==> src/rtl/if_id_decode.sv <==
// if_id_decode: single-entry IF/ID pipeline register with MIPS field decode.
// Holds one fetched instruction with valid/ready handshaking. It registers the
// instruction fields, the extender control (sign vs. zero) and an illegal-opcode
// flag. It also counts accepted instructions, and flush discards the held entry.
// Optional feature: define IF_ID_LUI_EN to accept lui (0x0F) as a legal opcode
// and add the registered out_lui output.
module if_id_decode (
    input  logic        clk,
    input  logic        rst_n,
    input  logic        in_valid,
    output logic        in_ready,
    input  logic [31:0] in_instr,
    input  logic [31:0] in_pc4,
    input  logic        flush,
    output logic        out_valid,
    input  logic        out_ready,
    output logic [5:0]  out_opcode,
    output logic [5:0]  out_funct,
    output logic [4:0]  out_rs,
    output logic [4:0]  out_rt,
    output logic [4:0]  out_rd,
    output logic [4:0]  out_shamt,
    output logic [15:0] out_imm16,
    output logic        out_extOp,
    output logic [31:0] out_pc4,
    output logic        out_illegal,
`ifdef IF_ID_LUI_EN
    output logic        out_lui,
`endif
    output logic [15:0] out_count
);

    logic        valid_q,   valid_d;
    logic [31:0] instr_q,   instr_d;
    logic [31:0] pc4_q,     pc4_d;
    logic        extop_q,   extop_d;
    logic        illegal_q, illegal_d;
    logic [15:0] count_q,   count_d;
`ifdef IF_ID_LUI_EN
    logic        lui_q,     lui_d;
    logic        dec_lui;
`endif

    logic        load;
    logic        dec_extop;
    logic        dec_legal;

    assign in_ready = !valid_q || out_ready;
    // A flush on the same edge drops the incoming instruction entirely.
    assign load     = in_valid && in_ready && !flush;

    // Opcode classification for the incoming instruction word.
    always_comb begin
        dec_extop = 1'b0;
        dec_legal = 1'b0;
`ifdef IF_ID_LUI_EN
        dec_lui   = 1'b0;
`endif
        case (in_instr[31:26])
            6'h04, 6'h05, 6'h08, 6'h09, 6'h0A, 6'h0B, 6'h23, 6'h2B: begin
                dec_extop = 1'b1;
                dec_legal = 1'b1;
            end
            6'h00, 6'h02, 6'h03, 6'h0C, 6'h0D, 6'h0E: begin
                dec_legal = 1'b1;
            end
`ifdef IF_ID_LUI_EN
            6'h0F: begin
                dec_legal = 1'b1;
                dec_lui   = 1'b1;
            end
`endif
            default: begin
                dec_legal = 1'b0;
            end
        endcase
    end

    // Next-state for the pipeline register and the accept counter.
    always_comb begin
        valid_d   = valid_q;
        instr_d   = instr_q;
        pc4_d     = pc4_q;
        extop_d   = extop_q;
        illegal_d = illegal_q;
        count_d   = count_q;
`ifdef IF_ID_LUI_EN
        lui_d     = lui_q;
`endif
        if (flush) begin
            valid_d = 1'b0;
        end else if (load) begin
            valid_d   = 1'b1;
            instr_d   = in_instr;
            pc4_d     = in_pc4;
            extop_d   = dec_extop;
            illegal_d = !dec_legal;
            count_d   = count_q + 16'd1;
`ifdef IF_ID_LUI_EN
            lui_d     = dec_lui;
`endif
        end else if (valid_q && out_ready) begin
            valid_d = 1'b0;
        end
    end

    // State registers; reset clears the held entry and every output.
    always_ff @(posedge clk or negedge rst_n) begin
        if (!rst_n) begin
            valid_q   <= 1'b0;
            instr_q   <= 32'd0;
            pc4_q     <= 32'd0;
            extop_q   <= 1'b0;
            illegal_q <= 1'b0;
            count_q   <= 16'd0;
`ifdef IF_ID_LUI_EN
            lui_q     <= 1'b0;
`endif
        end else begin
            valid_q   <= valid_d;
            instr_q   <= instr_d;
            pc4_q     <= pc4_d;
            extop_q   <= extop_d;
            illegal_q <= illegal_d;
            count_q   <= count_d;
`ifdef IF_ID_LUI_EN
            lui_q     <= lui_d;
`endif
        end
    end

    assign out_valid   = valid_q;
    assign out_opcode  = instr_q[31:26];
    assign out_rs      = instr_q[25:21];
    assign out_rt      = instr_q[20:16];
    assign out_rd      = instr_q[15:11];
    assign out_shamt   = instr_q[10:6];
    assign out_funct   = instr_q[5:0];
    assign out_imm16   = instr_q[15:0];
    assign out_extOp   = extop_q;
    assign out_pc4     = pc4_q;
    assign out_illegal = illegal_q;
    assign out_count   = count_q;
`ifdef IF_ID_LUI_EN
    assign out_lui     = lui_q;
`endif

endmodule

==> config.mk <==
export PLATFORM = sky130hd
export DESIGN_NAME = if_id_decode
export DESIGN_NICKNAME = d
export VERILOG_FILES = /design/src/rtl/if_id_decode.sv
export SDC_FILE = /design/constraint.sdc
export NUM_CORES = 1
export LEC_CHECK = 0
export CORE_MARGIN = 3
export CORE_UTILIZATION = 43
export DETAILED_ROUTE_END_ITERATION = 16
export HOLD_SLACK_MARGIN = 0.03
export PLACE_DENSITY = 0.89
export SLEW_MARGIN = 20
export SYNTH_ARGS = -nofsm -noshare
export SYNTH_HDL_FRONTEND = slang
export SYNTH_SLANG_ARGS = --single-unit
==> constraint.sdc <==
create_clock -name clk -period 2.85 [get_ports clk]
set_input_delay 0.285 -clock clk [delete_from_list [all_inputs] [get_ports clk]]
set_output_delay 0.285 -clock clk [all_outputs]
set_load 0.01 [all_outputs]
# Word-level counts from Yosys, hierarchy flattened
# Cells that the tools add are included.
# word_totals
inputBits,69
output_inout_bits,100
reg_bits,83
elab_cells,38
# op_classes
muxes,5
n_addsub,1
bitwise,1
reduce_logical,12
n_eq_ne,13
# op_table
operator,count
$eq 6x4->1 const B,7
$add 16x1->16 const B,1
$reduce_or 14->1,1
$eq 6x2->1 const B,2
$eq 6x3->1 const B,2
$eq 6x6->1 const B,2
$reduce_or 8->1,1
$logic_not 6->1,1
$mux 1,5
$logic_and 1x1->1,3
$logic_not 1->1,3
$reduce_bool 3->1,1
$reduce_and 2->1,1
$logic_or 1x1->1,1
$not 1->1,1

# Longest topological paths before layout
# depth
word_depth,6
mapped_depth,7
depth_no_buf,5

# Worst setup path after synthesis
# No wires, ideal clock.
# synth_path
kind,register to register
startpoint,reg count_q[0] (netlist: out_count[0])
endpoint,reg count_q[10] (netlist: out_count[10])
required_ns,2.725
arrival_ns,1.286
n_path_buf,0
setup_time_ns,0.125
path_slack_ns,1.438
stages_incl_launch_ff,6
synth_period_minus_slack_ns,1.412
path_cell_list,dfrtp_1 > ha_1 > nand2_1 > nor4_2 > nand4_1 > xnor2_1
# synth_via
elab_chain_cells,1
# synth_lines
item,line,text
"start, declared",38,"logic [15:0] count_q, count_d;"
"start signal, assigned",125,count_q <= count_d;
$add 16x1->16,98,count_d = count_q + 16'd1;
# Every way passes these cells.
# A chain may end at the register's enable or synchronous reset.

# Final worst setup path
# layout_path
startpoint,in out_ready
endpoint,out in_ready
# layout_via
elab_chain_cells,1
# layout_lines
item,line,text
"start, declared",16,"input logic out_ready,"
$logic_or 1x1->1,48,assign in_ready = !valid_q || out_ready;
"end, declared",11,"output logic in_ready,"
# Every way passes these cells.

==> metrics.md <==
| Metric | Value |
|---|---|
| Seq/Total Area, Yosys | `a little over 60%` |
| Port bufs | `about 170` |
| Worst Path Required | `2.57 ns` |
| Final worst-path cycle share | `between 60% and 70%` |
| Cells along the critical path | `clkdlybuf4s50_1 > nor2b_4 > inv_1 > clkdlybuf4s50_1` |
| Arr. time, crit path | `between 1.5 and 2 ns` |
| Final setup vio count | `0` |
| Slowest cell on the critical path | `clkdlybuf4s50_1` |
| Post-Route WL | `8670 um` |
| Final HPWL DP | `6420 um` |
| Largest family of logic cells by synthesized area | `simple AND/OR/NAND/NOR gates` |
| Sequential power share | `46.0%` |
| Slew HR | `around 50%` |
| Cell Pwr Density | `615 nW/um2` |
| CTS tree | `done` |
| Top cell type's share of synthesized area | `about three fifths` |
| Synth-to-layout area growth | `54.3%` |
| Die X | `95.2 um` |
| Cell with the most instances after synthesis | `nand2_1` |
| Pre-antenna DRT Iters | `6` |
| Worst R2R Path Depth | `5` |
| Row cnt | `31` |
| Total number of vias | `2923` |
| Clock power frac | `approximately 25%` |
| Xor-xnor portion of the synthesized cell area | `4.35%` |
| Internal Power | `around 2.3 mW` |
| Share of cells above drive strength 1 | `between 5 and 6%` |
| Hold-fix buffers, CTS | `0` |
| Worst Path Buf+Inv | `3` |
| Post-synthesis simple-gate area fraction | `27.5%` |
| Highest clock rate | `~0.54 GHz` |
| R2R Path Start | `out_count[0]` |
| Root Buffer | `clkbuf_8` |
| Maxcap violations | `0` |
| Final nets | `590` |
| EDFF count, synth | `0` |
| VDD IR max | `0.322 mV` |
| Syn_nets | `around 440` |
| Fillers | `~550` |
| Reg2reg end | `out_count[10]` |
| Most used cell, CP | `clkdlybuf4s50_1` |
| Synth Register Bits | `between 80 and 90` |
| Post-CTS setup buffer count | `0` |
| Comb power frac | `approximately 29%` |
| Fin crit period | `1.86 ns` |
| Failing checks | `negative hold slack` |
| Die height | `95.2 um` |
| Htree depth | `3` |
| CP max stage delay | `between 0.5 and 0.6 ns` |
| RD Place Congestion | `between 0.7 and 0.8` |
| Max Transition Viols Final | `0` |
| Synth Area in Compound Gates | `less than 1%` |
| Drt via density | `around 4.7` |
| Core footprint | `7490 um2` |
| Synth Instances | `368` |
| Tot Pwr | `about 3.2 mW` |
| Reg clk slew, reported paths | `about 0.080 ns` |
| Crit end category | `output pin` |
| Multiplexer share of the synthesized area | `less than 1%` |
| Initial Util | `45.7%` |
| Sw Ratio | `28.5%` |
| Largest net degree at the start of global routing | `84` |
| PostCTS Resize Cnt | `0` |
| Num CTS Buffers | `9` |
| Longest Clk Path Bufs | `2` |
| Synth top area cells | `dfrtp_1 61%, nand2_1 22%, buf_4 3.7%` |
| Worst hold-check path type | `in -> async` |
| First-pass GRT wire length | `13700 um` |
| Post-synth top flop | `dfrtp_1` |
| Ys async rst share | `100%` |
| Yosys warnings | `0` |
| Skew-Pair Late Insertion Delay | `between 0.3 and 0.4 ns` |
| RSZ-0062 raised after global routing | `no` |
| Psw | `slightly above 0.9 mW` |
| Initial antenna violation count | `0` |
| Total congestion overflow | `0` |
| Crit Path Class | `in -> out` |
| Vias in the first global route | `between 2000 and 3000` |
| Die area | `just over 9000 um2` |
| Diode count | `0` |
| Yosys cell types | `25` |
| Leakage | `2.50 nW` |
| Sink Count | `83` |
| Critical path launch point type | `input port` |
| Synth area leader | `dfrtp_1` |
| Total GRT Usage | `19.2%` |
| FF-to-FF setup slack | `1.32 ns` |
| Final Core Density | `a little over two thirds` |
| Setup TNS Final | `0 ns` |
| Synthesized area | `between 3000 and 4000 um2` |
| Mean Syn Cell Area | `9.31 um2` |
| DRC viols | `0` |
| Post-synthesis adder-cell area fraction | `less than 1%` |
| Status | `finished with violations` |
| Top Family by Delay on Critical Path | `buffers and inverters` |
| Avg WL per Cell | `between 10 and 15 um` |
| Total I/O pin count | `around 170` |
| Fin Hold WS | `-0.0236 ns` |
| ANT nets after route | `0` |
| Fin. Hold Viols | `19` |
| Initial drt markers | `67` |
| CP Max Fanout | `5` |
| Post-route clock skew | `0.0101 ns` |
| Worst Tran Pin Value | `0.736 ns` |
| Commonest cells post-synth | `204 x nand2_1, 83 x dfrtp_1, 17 x buf_4` |
## placed cells by master, fill, tap and decap left out, drive strengths merged
master,count
a2111oi,1
a21o,1
a21oi,1
buf,5
bufinv,1
clkbuf,12
clkdlybuf4s50,167
clkinv,1
clkinvlp,2
dfrtp,83
ha,1
inv,2
mux2,1
nand2,204
nand2b,3
nand3,6
nand4,4
nor2,6
nor2b,1
nor3,2
nor4,2
o31ai,1
or4b,1
xnor2,11
xor2,6
## worst max path at each step
stage,cells past startpoint,startpoint,slack (ns),end
after detailed placement,7,out_ready,0.96,out_pc4[21]
after floorplan,5,out_count[0],1.44,out_count[10]
after global placement,4,out_ready,1.03,in_ready
after global routing,3,out_valid,0.94,in_ready
after CTS,4,out_ready,0.98,in_ready
final,4,out_ready,0.99,in_ready
## power by group through the flow
stage | clock (mW) | sequential (mW) | combinational, mW
6_report | 0.826 | 1.50 | 0.928
5_1_grt | 0.896 | 1.53 | 1.01
4_1_cts | 0.852 | 1.50 | 0.942
3_5_place_dp | 0 | 1.52 | 0.937
3_3_place_gp | 0 | 1.51 | 0.919
2_1_floorplan | 0 | 1.59 | 0.274
## cell type report
class,instances,area [um2],share of cell area (%)
Timing Repair Buffer,172,1730,32.7
Tap cell,99,124,2.34
Sequential cell,83,2080,39.3
Clock inverter,4,50.0,0.947
Inverter,2,7.51,0.142
Multi-Input combinational cell,252,1150,21.9
Clock buffer,12,145,2.75
## registers in the layout, indices dropped and copies added, names as in the netlist
signal	flops
out_valid	1
out_extOp	1
out_pc4	32
out_illegal	1
out_count	16
instr_q	32
## per-stage QoR
stage                     cells  cell area, um2  hold slack (ns)  setup slack, ns
after floorplan             368            3420          -0.0106             1.44
after global placement      608            5080            0.457             1.03
after detailed placement    608            5080            0.461            0.961
after CTS                   624            5280            0.157            0.980
after global routing        624            5280           0.0349            0.936
final                       624            5280          -0.0236            0.987
## metal layers
layer,global-route usage [%],wire length [um]
met4,7.09,201
met5,0,0
met1,22.7,3480
met2,33.0,4250
met3,5.76,733
## cell families after synthesis
| kind of cell | after synthesis |
|---|---|
| xor+xnor | 17 |
| fa+ha+maj | 1 |
| compound gates | 4 |
| mux | 1 |
| simple gates | 229 |
| flops | 83 |
| buf+inv | 33 |
Power figures use the tool's default switching activity.
